[src/rtl/word_memory.sv]
// Parametrised scratch store: DEPTH words of WIDTH bits, byte-lane writes, registered
// read port with per-entry valid tracking and an occupancy count.
module word_memory #(
  parameter  int WIDTH = 32,
  parameter  int DEPTH = 16,
  localparam int LANES = WIDTH / 8,
  localparam int AW    = (DEPTH > 1) ? $clog2(DEPTH) : 1,
  localparam int UW    = $clog2(DEPTH + 1)
) (
  input  logic             clk,
  input  logic             rst_n,
  input  logic             clear,
  input  logic             wr_en,
  input  logic [AW-1:0]    wr_addr,
  input  logic [LANES-1:0] wr_be,
  input  logic [WIDTH-1:0] wr_data,
  input  logic             rd_en,
  input  logic [AW-1:0]    rd_addr,
  output logic [WIDTH-1:0] rd_data,
  output logic             rd_valid,
  output logic             rd_hit,
  output logic [UW-1:0]    used
);

  localparam logic [AW:0] DEPTH_LIM = (AW + 1)'(DEPTH);

  logic [WIDTH-1:0] mem [DEPTH];
  logic [DEPTH-1:0] valid;

  logic wr_ok;
  logic rd_entry_hit;

  // A dropped write (clear, empty lane mask, out-of-range index) must leave data, valid and used alone.
  assign wr_ok        = wr_en && !clear && ({1'b0, wr_addr} < DEPTH_LIM) && (|wr_be);
  assign rd_entry_hit = ({1'b0, rd_addr} < DEPTH_LIM) && valid[rd_addr];

  // NOTE: storage sits in a reset branch only because it must read back as zero after reset;
  // a plain scratch RAM would normally be left unreset so it can map onto memory macros.
  always_ff @(posedge clk or negedge rst_n) begin
    if (!rst_n) begin
      for (int i = 0; i < DEPTH; i++) mem[i] <= '0;
    end else if (wr_ok) begin
      for (int l = 0; l < LANES; l++) begin
        if (wr_be[l]) mem[wr_addr][8*l +: 8] <= wr_data[8*l +: 8];
      end
    end
  end

  always_ff @(posedge clk or negedge rst_n) begin
    if (!rst_n) begin
      valid <= '0;
      used  <= '0;
    end else if (clear) begin
      valid <= '0;
      used  <= '0;
    end else if (wr_ok) begin
      valid[wr_addr] <= 1'b1;
      if (!valid[wr_addr]) used <= used + UW'(1);
    end
  end

  // NOTE: non-blocking updates above mean this block samples mem/valid as they were
  // before the edge, which is exactly the read-before-write behaviour on address collisions.
  always_ff @(posedge clk or negedge rst_n) begin
    if (!rst_n) begin
      rd_valid <= 1'b0;
      rd_hit   <= 1'b0;
      rd_data  <= '0;
    end else begin
      rd_valid <= rd_en;
      if (rd_en) begin
        rd_hit  <= rd_entry_hit;
        rd_data <= rd_entry_hit ? mem[rd_addr] : '0;
      end
    end
  end

endmodule

[config.mk]
export PLATFORM = sky130hd
export DESIGN_NAME = word_memory
export DESIGN_NICKNAME = d
export VERILOG_FILES = /design/src/rtl/word_memory.sv
export SDC_FILE = /design/constraint.sdc
export NUM_CORES = 1
export LEC_CHECK = 0
export CORE_MARGIN = 3
export CORE_UTILIZATION = 45
export DETAILED_ROUTE_END_ITERATION = 7
export DONT_BUFFER_PORTS = 1
export GPL_TIMING_DRIVEN = 0
export SYNTH_ARGS = -nofsm -noshare
export SYNTH_HDL_FRONTEND = slang
export SYNTH_SLANG_ARGS = --single-unit
[constraint.sdc]
create_clock -name clk -period 2.5 [get_ports clk]
set_input_delay 0.625 -clock clk [delete_from_list [all_inputs] [get_ports clk]]
set_output_delay 0.625 -clock clk [all_outputs]
set_load 0.1 [all_outputs]
After elaboration in Yosys (flattened, before gate mapping)

Cells that the tools add are included.

Reduce and logical (&&, ||, !) cells: 8
Eq/ne operators: 1
Bitwise operators: 3
Mux-type cells: 34
Add/subtract/negate cells: 1
$lt $le $gt $ge: 6

Operators by type and width:

| kind                                                                                | count |
|---|---|
| 512-bit two-way mux                                                                 | 7 |
| 512-bit bitwise mux                                                                 | 4 |
| 32-bit demux with 4-bit select                                                      | 4 |
| 32-bit binary-select mux with 4-bit select                                          | 1 |
| 32-bit two-way mux                                                                  | 4 |
| 16-bit two-way mux                                                                  | 3 |
| 24-bit two-way mux                                                                  | 1 |
| 16-bit OR                                                                           | 1 |
| 5-bit two-way mux                                                                   | 3 |
| 5-bit greater-or-equal comparator, second input constant                            | 2 |
| 4-bit by 5-bit less-than comparator with 1-bit output, second input constant        | 2 |
| 4-bit inverter with 5-bit output                                                    | 2 |
| 1-bit binary-select mux with 4-bit select                                           | 2 |
| 8-bit two-way mux                                                                   | 1 |
| 5-bit by 1-bit adder with 5-bit output, second input constant                       | 1 |
| 5-bit by 1-bit less-than comparator with 1-bit output, second input constant        | 1 |
| 1-bit demux with 4-bit select                                                       | 1 |
| 4-bit by 1-bit greater-or-equal comparator with 1-bit output, second input constant | 1 |
| 1-bit logical AND                                                                   | 4 |
| 4-bit OR reduction                                                                  | 1 |
| 1-bit two-way mux                                                                   | 3 |
| 2-bit != test, second input constant                                                | 1 |
| 2-bit AND reduction                                                                 | 1 |
| 2-bit nonzero test                                                                  | 1 |
| 1-bit zero test                                                                     | 1 |

Output and inout bits: 39
Bits of input ports: 49
Register bits after elaboration: 567
Word-level logic and storage cells: 74

Logic depth before layout (Yosys ltp)

Gate-level depths: netlist of run 1.

Depth in word-level cells: 16
Mapped depth: 8

Worst setup path after synthesis of run 1

OpenSTA, ideal clock, no wires.

Path kind: in2reg
Start point: input wr_be[2]
End point: register mem[24] (netlist bit)
Cell stages on the path: 8
Arrival: 2.373 ns
Setup slack: 0.000 ns
Path through: or4_4 -> and3b_1 -> buf_6 -> and3_1 -> buf_2 -> buf_12 -> nand2_8 -> mux2_1

Word-level cells in the longest chain between the ends: 4
Elaborated cells on any way between the ends: 6
Classes of those cells: mux (4); reduce/logical (2)

RTL lines:

| what                          | RTL line | source |
|---|---|---|
| start, declared               | 15       | `input logic [LANES-1:0] wr_be,` |
| 512-bit two-way mux           | 44       | `if (wr_be[l]) mem[wr_addr][8*l +: 8] <= wr_data[8*l +: 8];` |
| 512-bit two-way mux           | 42       | `end else if (wr_ok) begin` |
| 512-bit bitwise mux           | 44       |  |
| 512-bit two-way mux           | 44       |  |
| end signal, assigned by index | 44       |  |
| end, declared                 | 27       | `logic [WIDTH-1:0] mem [DEPTH];` |

Several ways; a longest one is shown, not always the timed one. The select of a mux whose other input is x is not followed.
A chain may end at the register's enable or synchronous reset.

Worst setup path in the final report of run 1

Start point: input rd_addr[2]
End point: register rd_data[20]

Word-level cells in the longest chain between the ends: 5
Elaborated cells on any way between the ends: 7
Classes of those cells: mux (6); bitwise (1)

RTL lines:

| what                                                   | RTL line | source |
|---|---|---|
| start, declared                                        | 18       | `input logic [AW-1:0] rd_addr,` |
| 4-bit inverter with 5-bit output (not written as such) | 73       | `rd_data <= rd_entry_hit ? mem[rd_addr] : '0;` |
| 32-bit binary-select mux with 4-bit select             | 73       |  |
| 32-bit two-way mux (not written as such) (2 in a row)  | 73       |  |
| 32-bit two-way mux *                                   | 73       |  |
| end signal, assigned                                   | 73       |  |
| end, declared                                          | 19       | `output logic [WIDTH-1:0] rd_data,` |

Every way passes the cells marked *; elsewhere a longest branch is shown, timed or not. The select of a mux whose other input is x is not followed.

==> results.cfg, run 1 <==
[outcome]
status = complete, but fails checks
failing_checks = hold timing

[critical_path]
path_max_fanout = 10
worstPathArrival_ns = 2.89
worst_setup_path_end_kind = register
slowest_delay_ns = 0.40
critical_path_class = in -> reg
worst-endpoint-required_ns = 2.96
crit_path_cell_trace = clkbuf_1 -> clkbuf_2 -> clkbuf_4 -> mux4_2 -> mux2_2 -> a21oi_1 -> o22ai_1
critPathLaunchType = primary input
cpMaxStageDelayCell = clkbuf_4

[final_layout]
nFillCells = 4771
finalCoreUtilization_pct = 51.2
fin_cells = 2553
nets = 1801
drive_gt1_share_pct = 38.4
insertedDiodeCount = 0
area_growth_pct = 11.8

[sta]
holdWs_ns = -0.281
finalMaxSlewViolations = 0
maxClockFrequency_mhz = 412
unrepaired_setup_endpoints_after_global_routing = no
setup_viol = 0
final-hold-violation-count = 434
timing.clock.skew_ns = 0.0174
final_period_minus_worst_setup_slack_ns = 2.42
post-route-period-util_pct = 97.0
timing.slew.headroom_pct = 4.01
layout_setup_ws_ns = 0.0755
tightestPinTransition_ns = 1.44

[cts]
ctsHtreeMaxLevel = 2
tritoncts.num_buffers = 60
tritoncts_clock_tree = done
clk_pin_slew_worst_paths_ns = 0.06
cts.repair_timing.setup_buffer_count = 0
clockRootBuffer = clkbuf_16
cts-root-to-sink-buffers = 3
insertion_delay_ns = 0.62
cts.sink_count = 567

[detailed_routing]
num_vias = 14600
route.final.wire_length_um = 65700
initialDrtViolationCount = 863
final_antenna_net_count = 0
detail_route.drc_violations = 0
drt_pass_1_iters = 4
routed_wl_per_cell_um = 25.7
vias_per_cell = 5.73

[grt]
grt.total_usage_pct = 22.3
met2_usage_grt_pct = 36.1
grt_first_pass_wirelength_um = 101000
antenna_found_initial = 2
grt_overflow_total = 0
first_global_vias = 15800
grt-busiest-layer = met2
grt_use_met3_pct = 4.80
grt_start_max_net_pins = 568
grtUsageMet1_pct = 30.7

[hold_path]
hp-class = in -> async

[placed_design]
detailedPlacementHpwl_um = 42900
place_ws_ns = -1.33
dp_cells = 2445
gp_congestion = 0.814
portBuffers = 0

[yosys]
yosys.cell_types.count = 39
synth_enable_flop_cells = 0
synthTopCellsByArea = dfrtp_1, mux2_2, mux4_2, mux2_1, mux2i_1
synth-seq-cells = 567
synthDominantCellAreaShare_pct = 54.7
yosys_warnings = 0
post_synth_net_total = 1739
synthesis.instances = 1689
synth_top_cell_by_area = dfrtp_1
async_reset_ff_share_pct = 100
leading_register_cell_type_out_of_synthesis = dfrtp_1
yosysMostFrequentCell = dfrtp_1
synth-seq-area-share_pct = 54.7
syn-mean-instance-area_um2 = 15.4
syn_area_um2 = 25900
synth_common_cells = dfrtp_1, mux2_2, mux2_1, mux4_2, clkbuf_1

[floorplanning]
pin_count = 88
floorplan.die_area_um2 = 60600
std_cell_rows = 87
die_w_um = 246
die_h_um = 246
initial_utilization_pct = 45.8
placeableCoreArea_um2 = 56700

[pwr]
power.share.clock_pct = 40.4
power.share.switching_pct = 23.9
powerDensity_nw_per_um2 = 777
vdd.ir_drop.worst_mv = 0.533
cell_internal_pwr_uw = 17100
power.static_leakage_uw = 0.0136
switching_power_uw = 5390
power_frac_comb_pct = 10.8
sequentialPowerShare_pct = 48.8

[flow_run]
cap_viol_max_count = 0
[metal layers]
layer  up-vias  share of wire [%]
met5         -              0.020
met4         2                2.3
met3        94                5.4
met2       253                 48
met1      7912                 44
li1       6359                  -
[cells in the final DEF, fill, tap and decap left out, types with 10 or more instances in the layout]
cell type	Yosys	final
clkbuf_8	0	19
mux2i_1	45	45
nand2_4	20	20
mux4_2	133	133
mux2_1	173	173
buf_1	19	15
clkbuf_2	0	11
a21oi_1	47	46
nor2_1	67	67
clkbuf_1	71	62
clkbuf_16	0	61
buf_2	18	11
and2_1	14	14
nand2_1	16	16
inv_1	34	34
dfrtp_1	567	567
o22ai_1	32	32
nand2_8	10	10
clkinv_2	0	15
mux2_2	372	372
[power groups by stage]
stage	registers, uW	logic [uW]	clock network, uW
after global routing	11100	2650	9660
after detailed placement	11200	2450	0
after CTS	11000	2470	9300
final	11000	2430	9090
after global placement	11100	2370	0
after floorplan	11000	1970	0
[state kept, by name, indices dropped and copies added, names as in the netlist]
signal / cells
rd_valid: 1
valid: 16
used: 5
rd_data: 32
mem: 512
rd_hit: 1
[area by class of cell]
class / count / area, um2 / area share (%)
Clock inverter: 22 / 218 / 0.750
Sequential cell: 567 / 14200 / 48.9
Inverter: 34 / 128 / 0.440
Clock buffer: 86 / 1810 / 6.24
Buffer: 113 / 558 / 1.92
Tap cell: 756 / 946 / 3.26
Multi-Input combinational cell: 975 / 11200 / 38.5
[stage by stage]
step | cell area [um2] | hold WS, ns | total power, uW | TNS, ns
floorplan | 25900 | 0.329 | 12900 | 0
global placement | 26900 | 0.363 | 13500 | -126.24
detailed placement | 26900 | 0.363 | 13600 | -134.52
CTS | 29000 | -0.299 | 22800 | -0.0417
global route | 29000 | -0.303 | 23400 | 0
finish | 29000 | -0.281 | 22500 | 0
[worst max-delay path: cells and delay by family]
family / cells / cell delay (ns)
AO/OA/AOI/OAI: 2 / 0.42
buffers and inverters: 3 / 1.13
multiplexers: 2 / 0.68
[final timing paths]
check | startpoint | endpoint | cells past startpoint | slack, ns
worst min-delay path | rst_n | mem[188] | 0 | -0.28
worst max-delay path | rd_addr[2] | rd_data[20] | 7 | 0.08
worst max register to register | valid[7] | rd_data[25] | 6 | 0.18
min in group clk | rd_en | rd_valid | 0 | 0.04
worst min register to register | mem[36] | mem[36] | 1 | 0.48
max in group asynchronous | rst_n | mem[171] | 0 | 1.62
[repair_timing]
action,4_1_cts,5_1_grt
endpoints found under the hold margin,567,567
setup endpoints to repair,33,31
resized for setup,28,19
[cell families (layout without fill, tap and decap cells)]
family / count (synthesis) / count (layout) / synth area share [%]
buffers and inverters: 147 / 255 / 2.38
flip-flops: 567 / 567 / 54.7
adder cells (fa/ha/maj): 1 / 1 / 0.0482
AO/OA/AOI/OAI: 89 / 89 / 1.91
multiplexers: 723 / 723 / 36.9
AND/OR/NAND/NOR: 162 / 162 / 4.06
No activity file was read; power rests on OpenSTA's default activity.
==> inputs of run 2 (changes only) <==
TNS_END_PERCENT = 1   (was unset)
clock period = 2.9 ns   (was 2.5 ns; I/O delays follow)
==> results.cfg, run 2 (synthesized netlist as in run 1, its figures left out) <==
[floorplanning]
placeableCoreArea_um2 = 56700
pin_count = 88
die_w_um = 246
floorplan.die_area_um2 = 60600
std_cell_rows = 87
initial_utilization_pct = 45.8
die_h_um = 246

[sta]
tightestPinTransition_ns = 2.83
setup_viol = 6
maxClockFrequency_mhz = 338
finalMaxSlewViolations = 494
unrepaired_setup_endpoints_after_global_routing = yes
final_period_minus_worst_setup_slack_ns = 2.96
final-hold-violation-count = 46
holdWs_ns = -0.198
timing.clock.skew_ns = 0.0143
fin_setup_tns_ns = -0.186
layout_setup_ws_ns = -0.0573
post-route-period-util_pct = 102
timing.slew.headroom_pct = -88.6

[grt]
met2_usage_grt_pct = 35.3
grt.total_usage_pct = 22.3
antenna_found_initial = 4
grtUsageMet1_pct = 30.5
grt_use_met3_pct = 4.58
grt-busiest-layer = met2
grt_first_pass_wirelength_um = 101000
first_global_vias = 15600
grt_overflow_total = 0
grt_start_max_net_pins = 568

[critical_path]
path_max_fanout = 10
critPathLaunchType = primary input
crit_path_start = rd_addr[2]
worstPathArrival_ns = 3.43
regToRegSetupSlack_ns = 0.46
worst_setup_path_end_kind = register
worst-endpoint-required_ns = 3.37
crit-reg2reg-launch = valid[11]
reg2reg_to = rd_data[14]
worstRegToRegCells = 6
critical_path_class = in -> reg

[outcome]
failing_checks = hold timing, slew limit, setup timing
status = complete, but fails checks

[hold_path]
hp-class = in -> async

[placed_design]
place_ws_ns = -1.15
gp_congestion = 0.797
portBuffers = 0
detailedPlacementHpwl_um = 42500
dp_cells = 2445

[final_layout]
area_growth_pct = 11.3
top_flop_regs = mem: 512 flops, rd_data: 32 flops, valid: 16 flops
most-common-layout-cells = dfrtp_1, mux2_2, mux2_1
drive_gt1_share_pct = 36.9
fin_cells = 2552
largest_register_ffs = 512
nets = 1801
max_flop_register = mem
layout.cells.most_common = dfrtp_1
multiInputGateArea_um2 = 11200
nFillCells = 4694
regArea_um2 = 14200

[detailed_routing]
route.final.wire_length_um = 65800
num_vias = 14600
vias_per_cell = 5.72
detail_route.drc_violations = 0
final_antenna_net_count = 0
drt_pass_1_iters = 4
routed_wl_per_cell_um = 25.8
initialDrtViolationCount = 882

[pwr]
power.static_leakage_uw = 0.0135
vdd.ir_drop.worst_mv = 0.503
powerDensity_nw_per_um2 = 665
power_frac_comb_pct = 10.8
finalPower_uw = 19200
power.share.switching_pct = 23.8
cell_internal_pwr_uw = 14700
power.share.clock_pct = 39.8
sequentialPowerShare_pct = 49.4
switching_power_uw = 4570

[cts]
ctsHtreeMaxLevel = 2
cts-root-to-sink-buffers = 3
cts.sink_count = 567
tritoncts.num_buffers = 60
cts.repair_timing.setup_buffer_count = 0
tritoncts_clock_tree = done
clockRootBuffer = clkbuf_16
clk_pin_slew_worst_paths_ns = 0.06
insertion_delay_ns = 0.63

[flow_run]
cap_viol_max_count = 0
run 2: cell count changes in the layout (fill, tap and decap cells not counted), sizes merged:
cell	change
clkinv	-9
buf	+6
clkinvlp	-2
clkdlybuf4s15	-2
bufinv	-1
diode	+3
clkbuf	+4
run 2: metrics by stage:
step	utilization, %	area (um2)	hold slack (ns)
global placement	47.4	26900	0.464
finish	50.9	28900	-0.198
CTS	50.9	28900	-0.218
detailed placement	47.4	26900	0.465
floorplan	-	25900	0.429
global route	50.9	28900	-0.228
run 2: area by class of cell:
| class | count | share of cell area [%] |
|---|---|---|
| clock buffer | 94 | 6.31 |
| inverter | 34 | 0.442 |
| antenna | 3 | 0.0260 |
| multi-input combinational | 975 | 38.6 |
| buffer | 113 | 1.72 |
| tap | 756 | 3.27 |
| clock inverter | 10 | 0.481 |
| sequential | 567 | 49.1 |
run 2: power groups by stage:
stage | combinational, uW | clock (uW) | sequential [uW]
after floorplan | 1700 | 0 | 9460
after global placement | 2040 | 0 | 9560
after detailed placement | 2100 | 0 | 9630
after CTS | 2110 | 7830 | 9480
after global routing | 2260 | 8170 | 9600
final | 2080 | 7650 | 9490
run 2: critical path, cell delays in order:
cell and delay [ns]:
clkbuf_1 0.33, clkbuf_1 0.61, buf_1 0.71, mux4_2 0.42, mux2_2 0.29, a21oi_1 0.24, o22ai_1 0.10
run 2: what timing repair did:
| action | CTS | global route |
|---|---|---|
| cloned | 0 | 0 |
| resized for setup | 6 | 4 |
| setup endpoints to repair | 33 | 33 |
| hold endpoints to repair | 567 | 567 |
run 2: worst max path at each step:
stage          slack, ns     endpoint  cells past startpoint
2_1_floorplan       0.30      mem[24]                      8
3_3_place_gp       -1.16  rd_data[26]                      7
3_5_place_dp       -1.15  rd_data[28]                      7
4_1_cts            -0.07  rd_data[22]                      8
5_1_grt            -0.10   rd_data[2]                      7
6_report           -0.06   rd_data[2]                      7
run 2: routing by layer:
layer / wire (um) / vias to the layer above
li1: - / 6357
met2: 30900 / 236
met3: 3040 / 117
met4: 2410 / 4
met5: 25 / -
met1: 29400 / 7881
